==> src/rtl/seg_pkg.sv <==
// seg_pkg: shared constants and scan-state type for the seven-segment scanner.
package seg_pkg;
    localparam int NIB_W = 4;
    localparam logic [6:0] SEG_BLANK = 7'h7F;
    localparam logic AN_OFF = 1'b1;
    typedef enum logic [1:0] {IDLE, BLANK, SHOW} scan_state_e;
endpackage

==> src/rtl/seven_segment.sv <==
// seven_segment: hex nibble to active-low segments, bit order {g,f,e,d,c,b,a}.
module seven_segment (
    input  logic [3:0] hex_i,
    output logic [6:0] seg_o
);
    always_comb begin
        seg_o = 7'h7F;
        case (hex_i)
            4'h0: seg_o = 7'h40;
            4'h1: seg_o = 7'h79;
            4'h2: seg_o = 7'h24;
            4'h3: seg_o = 7'h30;
            4'h4: seg_o = 7'h19;
            4'h5: seg_o = 7'h12;
            4'h6: seg_o = 7'h02;
            4'h7: seg_o = 7'h78;
            4'h8: seg_o = 7'h00;
            4'h9: seg_o = 7'h10;
            4'hA: seg_o = 7'h08;
            4'hB: seg_o = 7'h03;
            4'hC: seg_o = 7'h46;
            4'hD: seg_o = 7'h21;
            4'hE: seg_o = 7'h06;
            default: seg_o = 7'h0E;
        endcase
    end
endmodule

==> src/rtl/seven_segment_scanner.sv <==
// seven_segment_scanner: round-robin multiplexed display with dead-time blanking and frame-synchronous commit.
// Optional decimal points when SEG_SCAN_DP_EN is defined.
module seven_segment_scanner
    import seg_pkg::*;
#(
    parameter int DIGITS       = 4,
    parameter int PRESCALE     = 50000,
    parameter int BLANK_CYCLES = 16,
    localparam int IW = DIGITS > 1 ? $clog2(DIGITS) : 1,
    localparam int CW = $clog2(PRESCALE)
) (
    input  logic                    clk,
    input  logic                    rst,
    input  logic                    enable,
    input  logic [NIB_W*DIGITS-1:0] value,
    input  logic                    load,
    output logic                    pending,
    input  logic                    lzb_en,
    output logic [6:0]              seg,
    output logic [DIGITS-1:0]       an,
    output logic [IW-1:0]           digit_idx,
    output logic                    frame_tick
`ifdef SEG_SCAN_DP_EN
    ,
    input  logic [DIGITS-1:0]       dp_in,
    output logic                    dp
`endif
);
    localparam logic [CW-1:0] CNT_LAST = CW'(PRESCALE - 1);
    localparam logic [CW-1:0] CNT_SHOW = CW'(BLANK_CYCLES);
    localparam logic [IW-1:0] IDX_LAST = IW'(DIGITS - 1);

    scan_state_e state_q, state_d;
    logic [CW-1:0] cnt_q, cnt_d;
    logic [IW-1:0] idx_q, idx_d;
    logic [NIB_W*DIGITS-1:0] shadow_q, shadow_d, active_q, active_d;
    logic pending_q, pending_d, ft_q, ft_d, wrap, commit, lit;
    logic [6:0] seg_q, seg_d, dec;
    logic [DIGITS-1:0] an_q, an_d;

    always_comb begin
        wrap = state_q != IDLE && cnt_q == CNT_LAST && idx_q == IDX_LAST;
        commit = pending_q && (state_q == IDLE || wrap);
        active_d = commit ? shadow_q : active_q;
        shadow_d = load ? value : shadow_q;
        pending_d = load || (pending_q && !commit);
        cnt_d = (!enable || state_q == IDLE || cnt_q == CNT_LAST) ? '0 : cnt_q + 1'b1;
        idx_d = (!enable || state_q == IDLE) ? '0 : cnt_q != CNT_LAST ? idx_q :
                idx_q == IDX_LAST ? '0 : idx_q + 1'b1;
        state_d = !enable ? IDLE : cnt_d < CNT_SHOW ? BLANK : SHOW;
        ft_d = enable && wrap;
    end

    seven_segment u_dec (
        .hex_i(active_d[{idx_d, 2'b00} +: NIB_W]),
        .seg_o(dec)
    );

    // Digit stays dark when it and every more-significant nibble are zero.
    always_comb begin
        lit = state_d == SHOW && !(lzb_en && idx_d != '0 && (active_d >> {idx_d, 2'b00}) == '0);
        an_d = lit ? ~(DIGITS'(1) << idx_d) : {DIGITS{AN_OFF}};
        seg_d = lit ? dec : SEG_BLANK;
    end

    always_ff @(posedge clk or posedge rst) begin
        if (rst) begin
            state_q   <= IDLE;
            cnt_q     <= '0;
            idx_q     <= '0;
            shadow_q  <= '0;
            active_q  <= '0;
            pending_q <= 1'b0;
            ft_q      <= 1'b0;
            seg_q     <= SEG_BLANK;
            an_q      <= {DIGITS{AN_OFF}};
        end else begin
            state_q   <= state_d;
            cnt_q     <= cnt_d;
            idx_q     <= idx_d;
            shadow_q  <= shadow_d;
            active_q  <= active_d;
            pending_q <= pending_d;
            ft_q      <= ft_d;
            seg_q     <= seg_d;
            an_q      <= an_d;
        end
    end

`ifdef SEG_SCAN_DP_EN
    logic [DIGITS-1:0] dp_shadow_q, dp_shadow_d, dp_active_q, dp_active_d;
    logic dp_q, dp_d;

    always_comb begin
        dp_shadow_d = load ? dp_in : dp_shadow_q;
        dp_active_d = commit ? dp_shadow_q : dp_active_q;
        dp_d = lit ? ~dp_active_d[idx_d] : 1'b1;
    end

    always_ff @(posedge clk or posedge rst) begin
        if (rst) begin
            dp_shadow_q <= '0;
            dp_active_q <= '0;
            dp_q        <= 1'b1;
        end else begin
            dp_shadow_q <= dp_shadow_d;
            dp_active_q <= dp_active_d;
            dp_q        <= dp_d;
        end
    end

    assign dp = dp_q;
`endif

    assign seg        = seg_q;
    assign an         = an_q;
    assign digit_idx  = idx_q;
    assign frame_tick = ft_q;
    assign pending    = pending_q;
endmodule

==> config.mk <==
export PLATFORM = sky130hd
export DESIGN_NAME = seven_segment_scanner
export DESIGN_NICKNAME = d
export VERILOG_FILES = /design/src/rtl/seg_pkg.sv /design/src/rtl/seven_segment.sv /design/src/rtl/seven_segment_scanner.sv
export SDC_FILE = /design/constraint.sdc
export NUM_CORES = 1
export LEC_CHECK = 0
export CAP_MARGIN = 0
export CORE_UTILIZATION = 25
export DETAILED_ROUTE_END_ITERATION = 12
export DONT_BUFFER_PORTS = 1
export GPL_TIMING_DRIVEN = 1
export PLACE_DENSITY = 0.38
export SETUP_SLACK_MARGIN = 0.2
export SYNTH_ARGS = -nofsm -noshare
export SYNTH_HDL_FRONTEND = slang
export SYNTH_HIERARCHICAL = 1
export SYNTH_SLANG_ARGS = --single-unit
==> constraint.sdc <==
create_clock -name clk -period 3.8 [get_ports clk]
set_clock_uncertainty 0.2 [all_clocks]
set_input_delay 0.76 -clock clk [delete_from_list [all_inputs] [get_ports clk]]
set_output_delay 0.76 -clock clk [all_outputs]
set_load 0.02 [all_outputs]
==> metrics.yaml <==
run_status:
  status: "finished clean"
worst_hold_path:
  whs_path_depth: 2
  hold_end: "active_q[3]"
  hp-class: "flip-flop to flip-flop"
  min_from: "active_q[3]"
synth:
  syn-instance-count: 320
  synthFlopType: "dfrtp_1"
  ys_seq_area_share_pct: 48.5
  yosysUniqueCellTypes: 52
  async_flop_share_pct: 100
  synth_area_um2: 3380
  synth_fp_nets: 350
  avgSynthCellArea_um2: 10.6
  synth_edf_count: 0
  yosysWarnings: 6
  ys_seq_elements: 65
setup_path:
  reg2reg_to: "seg[3]"
  startpoint_type: "flip-flop"
  reg2reg_slack_ps: 50
  worstPathRequired_ps: 3870
  worstRegToRegCells: 13
  r2r-start: "cnt_q[4]"
  worstPathArrival_ps: 3810
  endpoint_kind: "flip-flop"
  worstSetupPathType: "flip-flop to flip-flop"
  cp_max_fo: 6
cts:
  htreeDepth: 3
  clk_path_buf_depth: 2
  clock-sinks: 65
  clk_latency_ps: 340
  cts-buffers-inserted: 9
  cts_tree: "built"
  root_buffer: "clkbuf_16"
  ctsHoldBuffers: 0
  path_clk_slew_ps: 60
die:
  die_y_um: 118
  io_pins: 36
  fp.dieW_um: 118
  start_util_pct: 25.6
  num_rows: 42
  die_area_um2: 14000
  core_area_um2: 13200
pwr:
  pwr-share-comb_pct: 14.9
  ir_drop_mv: 0.285
  p_leak_nw: 1.94
  power_switching_uw: 488
  seqPwrFrac_pct: 39.2
  pwr-share-clk_pct: 45.9
  internal_power_mw: 1.49
  p_sw_share_pct: 24.6
  power.density_nw_per_um2: 439
routing:
  ant_nets: 0
  viasPerCell: 4.59
  first_pass_iters: 4
  wire_per_inst_um: 15.1
  via_count: 2522
  drt-initial-drc-count: 91
  wl_um: 8280
  drc: 0
timing:
  worst_pin_slew_ps: 825
  max_slew_margin_pct: 44.3
  grt_setup_unrepaired: "yes"
  finalSetupViolCount: 0
  fin_crit_sh_pct: 98.6
  setup_tns_ps: 0
  drv_slew: 0
  holdWs_ps: 262
  fmax_ghz: 0.267
  fin_crit_ps: 3750
  hold_viol: 0
final_layout:
  nets: 398
  layout_commonest_cell: "dfrtp_1"
  utilization_pct: 34.2
  final_area_um2: 4510
  fillers: 1337
  synthToLayoutAreaGrowth_pct: 33.5
  fin_cells: 549
  drive_above_1_share_pct: 35.9
  final_cell_mix: "dfrtp_1, buf_4, nand2_1"
  antennaDiodeCount: 0
global_routing:
  grt_overflow: 0
  grt_max_degree: 66
  track_usage_pct: 13.3
  grt_pass1_wl_um: 14200
  antenna_found_initial: 0
  grt_pass1_vias: 2634
job:
  maxCapViolations: 0
placed_design:
  placedCellCount: 515
  dp_hpwl_um: 5720
  port_buffers: 0
  gp_congestion: 0.798
  place_area_um2: 3900
-- power by group through the flow --
stage / clock network, mW / logic, mW / registers [mW]
floorplan: 0 / 0.206 / 0.776
global placement: 0 / 0.264 / 0.786
detailed placement: 0 / 0.266 / 0.786
CTS: 0.938 / 0.295 / 0.776
global route: 0.965 / 0.329 / 0.783
finish: 0.909 / 0.295 / 0.776
-- stage by stage --
stage	setup WS (ps)	power, mW
after detailed placement	-51.9	1.05
after floorplan	77.0	0.981
after global placement	-43.8	1.05
after global routing	-89.2	2.08
final	54.1	1.98
after CTS	12.4	2.01
-- routing by layer --
layer  wire length (um)  part of all wire, %  track usage (%)  vias up
li1                   -                    -                -     1229
met1               3920                   47             17.3     1236
met2               3860                   47             20.1       42
met3                331                  4.0             3.96       15
met4                170                  2.1             5.93        0
met5                  0                    0                0        -
-- cell families after synthesis --
| logic type | synth area share [%] |
|---|---|
| mux | 10.7 |
| simple gates | 17.9 |
| compound gates | 11.6 |
| flops | 48.5 |
| xor+xnor | 3.89 |
| buf+inv | 4.07 |
| fa+ha+maj | 3.33 |
-- timing repair --
action / CTS / global route
buffers inserted: 9 / 8
pin swaps: 7 / 6
gates resized for setup: 21 / 5
gates cloned: 1 / 0
setup endpoints to repair: 10 / 10
-- area by class of cell --
cell class	count	area (um^2)	area share (%)
inverter	15	66.3	1.47
sequential	65	1640	36.3
clock buffer	11	253	5.60
multi-input combinational	226	1840	40.7
timing repair buffer	51	418	9.26
tap	176	220	4.88
clock inverter	5	77.6	1.72
-- synthesized netlist by cell type, drive strengths merged, types with 8 or more instances --
cell	count	share of area, %
clkbuf	10	1.1
a2111oi	8	2.1
inv	15	1.7
a211oi	9	2.0
xnor2	9	2.3
ha	9	3.3
dfstp	11	8.6
nand3	10	1.5
nand2b	9	1.7
a21o	10	2.2
mux2i	8	2.4
o21ai	8	1.2
nor2	32	3.6
dfrtp	54	40
mux2	22	7.6
nand2	34	3.8
-- how the worst max path moves through the flow --
stage,startpoint,endpoint,slack (ps),cells after the start
after global routing,cnt_q[4],seg[3],-90,13
after floorplan,cnt_q[4],seg[3],80,12
after CTS,cnt_q[11],seg[3],10,13
after global placement,cnt_q[4],an[3],-40,11
after detailed placement,cnt_q[4],an[3],-50,11
final,cnt_q[4],seg[3],50,13
-- worst max-delay path, stage by stage (launching register included) --
cell and delay, ps:
dfrtp_1 370, or4b_4 540, nor4_4 370, buf_4 170
mux2_4 330, inv_8 80, a2111oi_2 50, buf_4 150
nor4_4 360, inv_2 130, ha_4 290, inv_2 30
mux4_2 440, nand2b_4 150
-- sequential cells by signal (all words and copies together) (netlist names) --
register and cells:
active_q 16, cnt_q 16, shadow_q 16, seg 7, an 4, digit_idx 2, state_q 2, frame_tick 1
pending 1
Power figures use the tool's default switching activity.
